**src/rtl/ddr_rw_arbiter_if.sv**
```systemverilog
// ddr_rw_arbiter_if: request/status bus between the DDR read/write arbiter and its masters/FIFOs
interface ddr_rw_arbiter_if #(
    parameter int FIFO_CNT_W = 10
);
    logic                  addr_clr;
    logic [FIFO_CNT_W-1:0] wr_fifo_cnt;
    logic [FIFO_CNT_W-1:0] rd_fifo_space;
    logic                  wr_ready;
    logic                  wr_done;
    logic                  rd_ready;
    logic                  rd_done;
    logic                  wr_start;
    logic [29:0]           wr_addr;
    logic [7:0]            wr_len;
    logic                  rd_start;
    logic [29:0]           rd_addr;
    logic [7:0]            rd_len;
    logic                  busy;

    modport master (
        output addr_clr, wr_fifo_cnt, rd_fifo_space, wr_ready, wr_done, rd_ready, rd_done,
        input  wr_start, wr_addr, wr_len, rd_start, rd_addr, rd_len, busy
    );
    modport slave (
        input  addr_clr, wr_fifo_cnt, rd_fifo_space, wr_ready, wr_done, rd_ready, rd_done,
        output wr_start, wr_addr, wr_len, rd_start, rd_addr, rd_len, busy
    );
endinterface

```
**src/rtl/ddr_rw_arbiter.sv**
```systemverilog
// ddr_rw_arbiter: round-robin scheduling of AXI write/read bursts over a circular DDR region
module ddr_rw_arbiter #(
    parameter int          AXI_WIDTH  = 64,
    parameter logic [7:0]  BURST_LEN  = 8'd31,
    parameter int          FIFO_CNT_W = 10,
    parameter logic [29:0] ADDR_BEGIN = 30'd0,
    parameter logic [29:0] ADDR_END   = 30'd4096
) (
    input logic           clk,
    input logic           rst,
    ddr_rw_arbiter_if.slave bus
);
    localparam int BEATS       = int'(BURST_LEN) + 1;
    localparam int BURST_BYTES = BEATS * AXI_WIDTH / 8;
    localparam int CAPACITY    = (int'(ADDR_END) - int'(ADDR_BEGIN)) / BURST_BYTES;
    localparam int PW          = $clog2(CAPACITY + 1);

    typedef enum logic [2:0] {IDLE, WR_ISSUE, WR_BUSY, RD_ISSUE, RD_BUSY} state_t;

    state_t        state, state_nxt;
    logic [PW-1:0] pending;
    logic          last_wr, wr_req, rd_req, grant_wr, grant_rd, wr_fin, rd_fin;

    // 31-bit sum so the wrap compare cannot overflow near the top of the address space
    function automatic logic [29:0] advance(input logic [29:0] a);
        logic [30:0] s;
        s = {1'b0, a} + 31'(BURST_BYTES);
        return s >= {1'b0, ADDR_END} ? ADDR_BEGIN : s[29:0];
    endfunction

    assign wr_req   = bus.wr_fifo_cnt >= FIFO_CNT_W'(BEATS) && pending < PW'(CAPACITY) && bus.wr_ready;
    assign rd_req   = bus.rd_fifo_space >= FIFO_CNT_W'(BEATS) && pending != '0 && bus.rd_ready;
    assign grant_wr = state == IDLE && !bus.addr_clr && wr_req && (!rd_req || !last_wr);
    assign grant_rd = state == IDLE && !bus.addr_clr && rd_req && !grant_wr;
    assign wr_fin   = state == WR_BUSY && bus.wr_done;
    assign rd_fin   = state == RD_BUSY && bus.rd_done;

    always_ff @(posedge clk or posedge rst) begin
        if (rst) state <= IDLE;
        else     state <= state_nxt;
    end

    always_comb begin
        state_nxt = state;
        case (state)
            IDLE:     state_nxt = grant_wr ? WR_ISSUE : grant_rd ? RD_ISSUE : IDLE;
            WR_ISSUE: state_nxt = WR_BUSY;
            WR_BUSY:  state_nxt = bus.wr_done ? IDLE : WR_BUSY;
            RD_ISSUE: state_nxt = RD_BUSY;
            RD_BUSY:  state_nxt = bus.rd_done ? IDLE : RD_BUSY;
            default:  state_nxt = IDLE;
        endcase
    end

    always_comb begin
        bus.wr_start = state == WR_ISSUE;
        bus.rd_start = state == RD_ISSUE;
        bus.busy     = state != IDLE;
        bus.wr_len   = BURST_LEN;
        bus.rd_len   = BURST_LEN;
    end

    always_ff @(posedge clk or posedge rst) begin
        if (rst) begin
            bus.wr_addr <= ADDR_BEGIN;
            bus.rd_addr <= ADDR_BEGIN;
            pending     <= '0;
            last_wr     <= 1'b0;
        end else if (state == IDLE && bus.addr_clr) begin
            bus.wr_addr <= ADDR_BEGIN;
            bus.rd_addr <= ADDR_BEGIN;
            pending     <= '0;
        end else begin
            if (grant_wr || grant_rd) last_wr <= grant_wr;
            if (wr_fin) begin
                pending     <= pending + PW'(1);
                bus.wr_addr <= advance(bus.wr_addr);
            end
            if (rd_fin) begin
                pending     <= pending - PW'(1);
                bus.rd_addr <= advance(bus.rd_addr);
            end
        end
    end
endmodule

```
**src/flat_wrapper.sv**
```systemverilog
// flat-port wrapper written by rule: the top's interface ports become plain ports
module ddr_rw_arbiter_flat 
#(
    parameter int          AXI_WIDTH  = 64,
    parameter logic [7:0]  BURST_LEN  = 8'd31,
    parameter int          FIFO_CNT_W = 10,
    parameter logic [29:0] ADDR_BEGIN = 30'd0,
    parameter logic [29:0] ADDR_END   = 30'd4096
)
  (clk, rst, bus_addr_clr, bus_wr_fifo_cnt, bus_rd_fifo_space, bus_wr_ready, bus_wr_done, bus_rd_ready, bus_rd_done, bus_wr_start, bus_wr_addr, bus_wr_len, bus_rd_start, bus_rd_addr, bus_rd_len, bus_busy);
  ddr_rw_arbiter_if #(.FIFO_CNT_W(FIFO_CNT_W)) bus_i ();
  input logic clk;
  input logic rst;
  input wire logic [$bits(bus_i.addr_clr)-1:0] bus_addr_clr;
  input wire logic [$bits(bus_i.wr_fifo_cnt)-1:0] bus_wr_fifo_cnt;
  input wire logic [$bits(bus_i.rd_fifo_space)-1:0] bus_rd_fifo_space;
  input wire logic [$bits(bus_i.wr_ready)-1:0] bus_wr_ready;
  input wire logic [$bits(bus_i.wr_done)-1:0] bus_wr_done;
  input wire logic [$bits(bus_i.rd_ready)-1:0] bus_rd_ready;
  input wire logic [$bits(bus_i.rd_done)-1:0] bus_rd_done;
  output wire logic [$bits(bus_i.wr_start)-1:0] bus_wr_start;
  output wire logic [$bits(bus_i.wr_addr)-1:0] bus_wr_addr;
  output wire logic [$bits(bus_i.wr_len)-1:0] bus_wr_len;
  output wire logic [$bits(bus_i.rd_start)-1:0] bus_rd_start;
  output wire logic [$bits(bus_i.rd_addr)-1:0] bus_rd_addr;
  output wire logic [$bits(bus_i.rd_len)-1:0] bus_rd_len;
  output wire logic [$bits(bus_i.busy)-1:0] bus_busy;
  assign bus_i.addr_clr = bus_addr_clr;
  assign bus_i.wr_fifo_cnt = bus_wr_fifo_cnt;
  assign bus_i.rd_fifo_space = bus_rd_fifo_space;
  assign bus_i.wr_ready = bus_wr_ready;
  assign bus_i.wr_done = bus_wr_done;
  assign bus_i.rd_ready = bus_rd_ready;
  assign bus_i.rd_done = bus_rd_done;
  assign bus_wr_start = bus_i.wr_start;
  assign bus_wr_addr = bus_i.wr_addr;
  assign bus_wr_len = bus_i.wr_len;
  assign bus_rd_start = bus_i.rd_start;
  assign bus_rd_addr = bus_i.rd_addr;
  assign bus_rd_len = bus_i.rd_len;
  assign bus_busy = bus_i.busy;
  ddr_rw_arbiter #(.AXI_WIDTH(AXI_WIDTH), .BURST_LEN(BURST_LEN), .FIFO_CNT_W(FIFO_CNT_W), .ADDR_BEGIN(ADDR_BEGIN), .ADDR_END(ADDR_END)) u_core (.clk(clk), .rst(rst), .bus(bus_i));
endmodule
```
**config.mk**
```make
export PLATFORM = sky130hd
export DESIGN_NAME = ddr_rw_arbiter_flat
export DESIGN_NICKNAME = d
export VERILOG_FILES = /design/src/rtl/ddr_rw_arbiter_if.sv /design/src/rtl/ddr_rw_arbiter.sv /design/src/flat_wrapper.sv
export SDC_FILE = /design/constraint.sdc
export NUM_CORES = 1
export LEC_CHECK = 0
export ABC_AREA = 0
export CELL_PAD_IN_SITES_DETAIL_PLACEMENT = 0
export CELL_PAD_IN_SITES_GLOBAL_PLACEMENT = 1
export CORE_ASPECT_RATIO = 1.4
export CORE_MARGIN = 2
export CORE_UTILIZATION = 36
export DETAILED_ROUTE_END_ITERATION = 7
export PLACE_DENSITY = 0.9
export SYNTH_ARGS = -nofsm -noshare
export SYNTH_HDL_FRONTEND = slang
export SYNTH_SLANG_ARGS = --single-unit
```
**constraint.sdc**
```tcl
create_clock -name clk -period 5.2 [get_ports clk]
set_input_delay 0.78 -clock clk [delete_from_list [all_inputs] [get_ports clk]]
set_output_delay 0.78 -clock clk [all_outputs]
set_load 0.03 [all_outputs]
```
==> impl_metrics.tcl, run 1 <==
set metrics [dict create \
    ant_nets 0 \
    core_area_mm2 0.00856 \
    ys_seq_area_share_pct 42.2 \
    critPathMaxFanout 10 \
    io_buffers 63 \
    routed_wl_um 6790 \
    postCtsHoldBufs 0 \
    maxCapViolCount 0 \
    ys_top_cells_by_area "dfrtp_1, buf_4, and2_1, nor2_1, nand3_1" \
    area_growth_pct 24.7 \
    clock_skew_ns 0.00911 \
    vias_per_cell 5.15 \
    grt_overflow 0 \
    syn_inst 328 \
    die_h_um 115 \
    crit_chain "clkdlybuf4s50_1 > and3_1 > ha_1 > a21o_1 > a21oi_1 > mux2i_1 > xor2_1 > nor2_1" \
    clock_latency_ns 0.29 \
    end_kind "register" \
    cts_tree "done" \
    gp_congestion 0.827 \
    vias 2550 \
    worstReg2RegStart "u_core.bus.rd_addr[8]" \
    fill_cells 817 \
    die_area_mm2 0.00951 \
    yosysWarnings 0 \
    reg2reg_slack_ns 2.75 \
    dp_hpwl_um 4920 \
    synth_cell_types 56 \
    setup_viol 0 \
    drtIter0Drc 135 \
    final_nets 423 \
    cp-endpoint "u_core.pending[4]" \
    critPathMaxStageDelay_ns 0.48 \
    final.setup.tns_ns 0 \
    outcome "complete, no violations" \
    tightest_slew_ns 1.11 \
    p_per_area_mw_per_mm2 311 \
    synth_area_mm2 0.00314 \
    synth_edf_count 0 \
    cp.required_ns 5.36 \
    final.period_utilization_pct 51.9 \
    r2r-end "u_core.bus.rd_addr[10]" \
    synth.most_common_cell "dfrtp_1" \
    grt_pass1_vias 2480 \
    grt_util_all_layers_pct 14.8 \
    grt_max_degree 54 \
    r2r_cells 8 \
    whs_ns 0.494 \
    cts_sinks 53 \
    drive_gt1_share_pct 6.92 \
    clockBufferDepth 2 \
    cts_buffers 5 \
    crit_type "in -> reg" \
    slowest_stage "clkdlybuf4s50_1" \
    fin_crit_ns 2.70 \
    crit_start "bus_rd_done" \
    ys_ff_latch 53 \
    ios 106 \
    peakVddDrop_uv 193 \
    postCtsSetupBuffers 0 \
    leakagePower_nw 1.75 \
    start_util_pct 36.7 \
    htreeDepth 2 \
    netlist_top_cells_count "dfrtp_1, and2_1, buf_4" \
    slew_viol_final 0 \
    critPathLaunchType "input pin" \
    max_freq_ghz 0.371 \
    synth-main-ff-cell "dfrtp_1" \
    die_w_um 83.0 \
    final_area_mm2 0.00392 \
    rsz0062_at_grt "no" \
    drc 0 \
    clkTransAtPathRegs_ns 0.07 \
    hp-class "reg -> reg" \
    drt-pass1-iter-count 4 \
    ctsResizeCount 0 \
    placed_cell_area_mm2 0.00376 \
    relSlewSlack_pct 25.9 \
    yosys.area.top_type_share_pct 42.2 \
    yosys.area.top_type "dfrtp_1" \
    num_rows 40 \
    antenna_found_initial 0 \
    arrival_ns 2.85 \
    async_reset_ff_share_pct 100 \
    wire_per_inst_um 13.7 \
    hold_viol_final 0 \
    n_antenna_cell 0 \
    synthesis.area_per_instance_um2 9.59 \
    grt_pass1_wl_um 11600 \
    root_buffer "clkbuf_16" \
]
report_power, final:
part	total [mW]	switching, mW	internal (mW)
combinational	0.354	0.233	0.122
clock	0.372	0.146	0.226
sequential	0.494	0.0473	0.447
layer usage:
metal | GRT usage, % | vias to the layer above | wire length [um]
li1 | - | 1236 | -
met4 | 4.59 | 0 | 99
met3 | 2.96 | 10 | 294
met1 | 17.2 | 1227 | 2850
met5 | 0 | - | 0
met2 | 27.2 | 77 | 3540
cell usage in the layout (no fill, tap or decap), types with 2 or more instances in the layout:
| master | synthesis | layout |
|---|---|---|
| nand3_2 | 3 | 3 |
| a311o_1 | 2 | 2 |
| nand4_2 | 2 | 2 |
| and3_1 | 8 | 8 |
| and2_1 | 33 | 33 |
| nand3_1 | 15 | 15 |
| xnor2_1 | 4 | 4 |
| ha_1 | 5 | 5 |
| a211o_1 | 3 | 3 |
| a31oi_1 | 5 | 5 |
| a21o_1 | 5 | 5 |
| o21ai_0 | 10 | 10 |
| nor4_1 | 4 | 4 |
| or4_1 | 4 | 4 |
| o21ai_1 | 2 | 2 |
| dfrtp_1 | 53 | 53 |
| nor3b_1 | 2 | 2 |
| clkbuf_16 | 0 | 5 |
| o22ai_1 | 3 | 3 |
| conb_1 | 2 | 32 |
| nand2_1 | 18 | 18 |
| inv_1 | 9 | 8 |
| nor4b_1 | 2 | 2 |
| nor2_1 | 26 | 26 |
| mux2i_1 | 4 | 4 |
| a211oi_1 | 5 | 5 |
| xor2_1 | 6 | 6 |
| or3_1 | 3 | 3 |
| or2_2 | 2 | 2 |
| clkdlybuf4s50_1 | 0 | 63 |
| a21oi_1 | 7 | 7 |
| nor3_1 | 10 | 10 |
| nand4_1 | 9 | 9 |
| nor4_4 | 2 | 2 |
area by class of cell:
class                   instances  area, um^2  share of cell area, %
flip-flops and latches         53        1330                   33.8
clock inverters                 2        38.8                  0.989
well taps                     105         131                   3.35
inverters                       9        33.8                  0.862
clock buffers                   5         125                   3.19
multi-input cells             258        1630                   41.7
repair buffers                 63         631                   16.1
cell families after synthesis:
logic type / share of synthesized area [%]
adders and majority gates: 2.63
DFF: 42.2
muxes: 1.63
xor gates and xnor gates: 2.79
AOI/OAI and AO/OA: 10.3
buffers and inverters: 9.43
and+or+nand+nor: 30.8
other: 0.239
registers in the layout, indices dropped and copies added (netlist names):
register	count
u_core.last_wr	1
u_core.bus.rd_addr	22
u_core.bus.wr_addr	22
u_core.state	3
u_core.pending	5
critical path: cells and delay by family:
| family | cells | cell delay (ns) |
|---|---|---|
| compound gates | 2 | 0.35 |
| xor+xnor | 1 | 0.16 |
| fa+ha+maj | 1 | 0.35 |
| buf+inv | 1 | 0.48 |
| mux | 1 | 0.23 |
| simple gates | 2 | 0.49 |
how the worst min path moves through the flow:
| stage | slack (ns) | to | cells after the start | start |
|---|---|---|---|---|
| CTS | 0.51 | u_core.last_wr | 1 | u_core.last_wr |
| global placement | 0.46 | u_core.last_wr | 1 | u_core.last_wr |
| finish | 0.49 | u_core.last_wr | 1 | u_core.last_wr |
| floorplan | 0.45 | u_core.last_wr | 1 | u_core.last_wr |
| detailed placement | 0.49 | u_core.last_wr | 1 | u_core.last_wr |
| global route | 0.52 | u_core.last_wr | 1 | u_core.last_wr |
stage by stage:
| stage | util [%] | power (mW) | std cells | worst slack [ns] |
|---|---|---|---|---|
| 2_1_floorplan | - | 0.773 | 358 | 2.74 |
| 3_3_place_gp | 43.9 | 0.854 | 488 | 2.20 |
| 3_5_place_dp | 43.9 | 0.862 | 488 | 2.18 |
| 4_1_cts | 45.8 | 1.24 | 495 | 2.49 |
| 5_1_grt | 45.8 | 1.30 | 495 | 2.33 |
| 6_report | 45.8 | 1.22 | 495 | 2.50 |
(Power assumes the default switching activity.)
==> run 2, diff against run 1 <==
- CORE_UTILIZATION: 36 -> 31
- PLACE_DENSITY: 0.9 -> 0.83
- clock period: 5.2 -> 2.4 ns (I/O delays scaled with it)
==> run 2 against run 1 <==
Against the previous run: critical path depth rose by 1; clock skew barely moved; core utilization fell by 3.6 points; global-route usage down 1.2 points; non-clock buffer count rose by 23; critical path type is now reg -> reg.
==> impl_metrics.tcl, run 2 (synthesis gave the netlist of run 1 again) <==
set metrics [dict create \
    outcome "complete, no violations" \
    ant_nets 0 \
    core_area_mm2 0.00990 \
    end_kind "register" \
    maxCapViolCount 0 \
    final.setup.tns_ns 0 \
    start_util_pct 31.8 \
    grt_pass1_wl_um 11800 \
    peakVddDrop_uv 442 \
    setup_viol 0 \
    die_h_um 123 \
    drtIter0Drc 64 \
    antenna_found_initial 0 \
    grt_pass1_vias 2542 \
    die_w_um 89.1 \
    htreeDepth 2 \
    whs_ns 0.435 \
    worstReg2RegStart "u_core.bus.rd_addr[8]" \
    cts_sinks 53 \
    ios 106 \
    crit_chain "ha_1 > nand3_2 > nor4_4 > buf_4 > a311o_1 > a221oi_2 > nand4_2 > nor3b_1 > a211o_1" \
    drt-pass1-iter-count 4 \
    final.period_utilization_pct 93.7 \
    power_mw 2.67 \
    n_antenna_cell 0 \
    clkTransAtPathRegs_ns 0.07 \
    drc 0 \
    dp_hpwl_um 5330 \
    critPathMaxFanout 6 \
    io_buffers 63 \
    crit_type "reg -> reg" \
    clockBufferDepth 2 \
    cts_tree "done" \
    arrival_ns 2.49 \
    r2r_cells 9 \
    cp-endpoint "u_core.bus.rd_addr[10]" \
    clock_latency_ns 0.29 \
    die_area_mm2 0.0110 \
    routed_wl_um 7180 \
    fill_cells 983 \
    grt_overflow 0 \
    relSlewSlack_pct 62.2 \
    leakagePower_nw 1.88 \
    p_per_area_mw_per_mm2 639 \
    crit_start "u_core.bus.rd_addr[8]" \
    max_freq_ghz 0.445 \
    vias_per_cell 4.79 \
    drive_gt1_share_pct 14.5 \
    final_nets 446 \
    critPathLaunchType "register" \
    largestRegisters "u_core.bus.rd_addr: 22 flops, u_core.bus.wr_addr: 22 flops, u_core.pending: 5 flops" \
    r2r-end "u_core.bus.rd_addr[10]" \
    tightest_slew_ns 0.562 \
    cts_buffers 5 \
    clock_skew_ns 0.00923 \
    critPathMaxStageDelay_ns 0.38 \
    layout_commonest_cell "clkdlybuf4s50_1" \
    final_cell_mix "clkdlybuf4s50_1, dfrtp_1, and2_1" \
    grt_max_degree 54 \
    num_rows 43 \
    hold_viol_final 0 \
    hp-class "in -> async" \
    postCtsHoldBufs 0 \
    gp_congestion 0.816 \
    root_buffer "clkbuf_16" \
    vias 2631 \
    slowest_stage "dfrtp_1" \
    reg2reg_slack_ns 0.15 \
    area_growth_pct 32.9 \
    grt_util_all_layers_pct 13.6 \
    rsz0062_at_grt "no" \
    cp.required_ns 2.64 \
    slew_viol_final 0 \
    fin_crit_ns 2.25 \
    wire_per_inst_um 13.1 \
]
## run 2: how the worst min path moves through the flow
| stage | from | endpoint | slack, ns | depth (start not counted) |
|---|---|---|---|---|
| after floorplan | u_core.last_wr | u_core.last_wr | 0.45 | 1 |
| after global placement | u_core.last_wr | u_core.last_wr | 0.46 | 1 |
| after detailed placement | u_core.last_wr | u_core.last_wr | 0.47 | 1 |
| after CTS | rst | u_core.bus.wr_addr[26] | 0.45 | 3 |
| after global routing | rst | u_core.bus.wr_addr[26] | 0.48 | 3 |
| final | rst | u_core.bus.wr_addr[26] | 0.43 | 3 |
## run 2: final cells by class
cell class / instances / area (um^2) / area share [%]
clock buffers: 6 / 129 / 3.08
clock inverters: 2 / 15.0 / 0.359
inverters: 9 / 33.8 / 0.809
multi-input cells: 258 / 1690 / 40.3
flip-flops and latches: 53 / 1330 / 31.8
well taps: 135 / 169 / 4.04
repair buffers: 86 / 816 / 19.5
## run 2: report_power, final
part	leakage, nW	internal (mW)	switching (mW)
logic	1.09	0.351	0.547
registers	0.728	0.971	0.0855
clock network	0.0631	0.388	0.328
## run 2: metal layers
layer,vias to the layer above,GRT usage [%],routed length (um)
met4,0,4.48,120
met2,86,23.7,3700
met3,10,2.94,342
met1,1260,16.3,3010
li1,1275,-,-
met5,-,0,0
## run 2: what timing repair did
item / 4_1_cts / 5_1_grt
hold endpoints to repair: 0 / 0
setup endpoints to repair: 0 / 6
buffers inserted: 0 / 1
gates resized for setup: 0 / 13
## run 2: critical path, delay by kind of cell (launching register included)
family,cells,cell delay [ns]
DFF,1,0.38
AOI/OAI and AO/OA,3,0.75
and+or+nand+nor,4,0.65
adders and majority gates,1,0.26
buffers and inverters,1,0.15
## run 2: metrics by stage
stage	area [um^2]	utilization (%)	std cells	worst slack, ns
after global placement	3970	40.1	540	0.00979
after detailed placement	3970	40.1	540	0.0207
after floorplan	3260	-	358	0.0887
after global routing	4180	42.2	549	0.0129
final	4180	42.2	549	0.152
after CTS	4120	41.6	548	0.0740
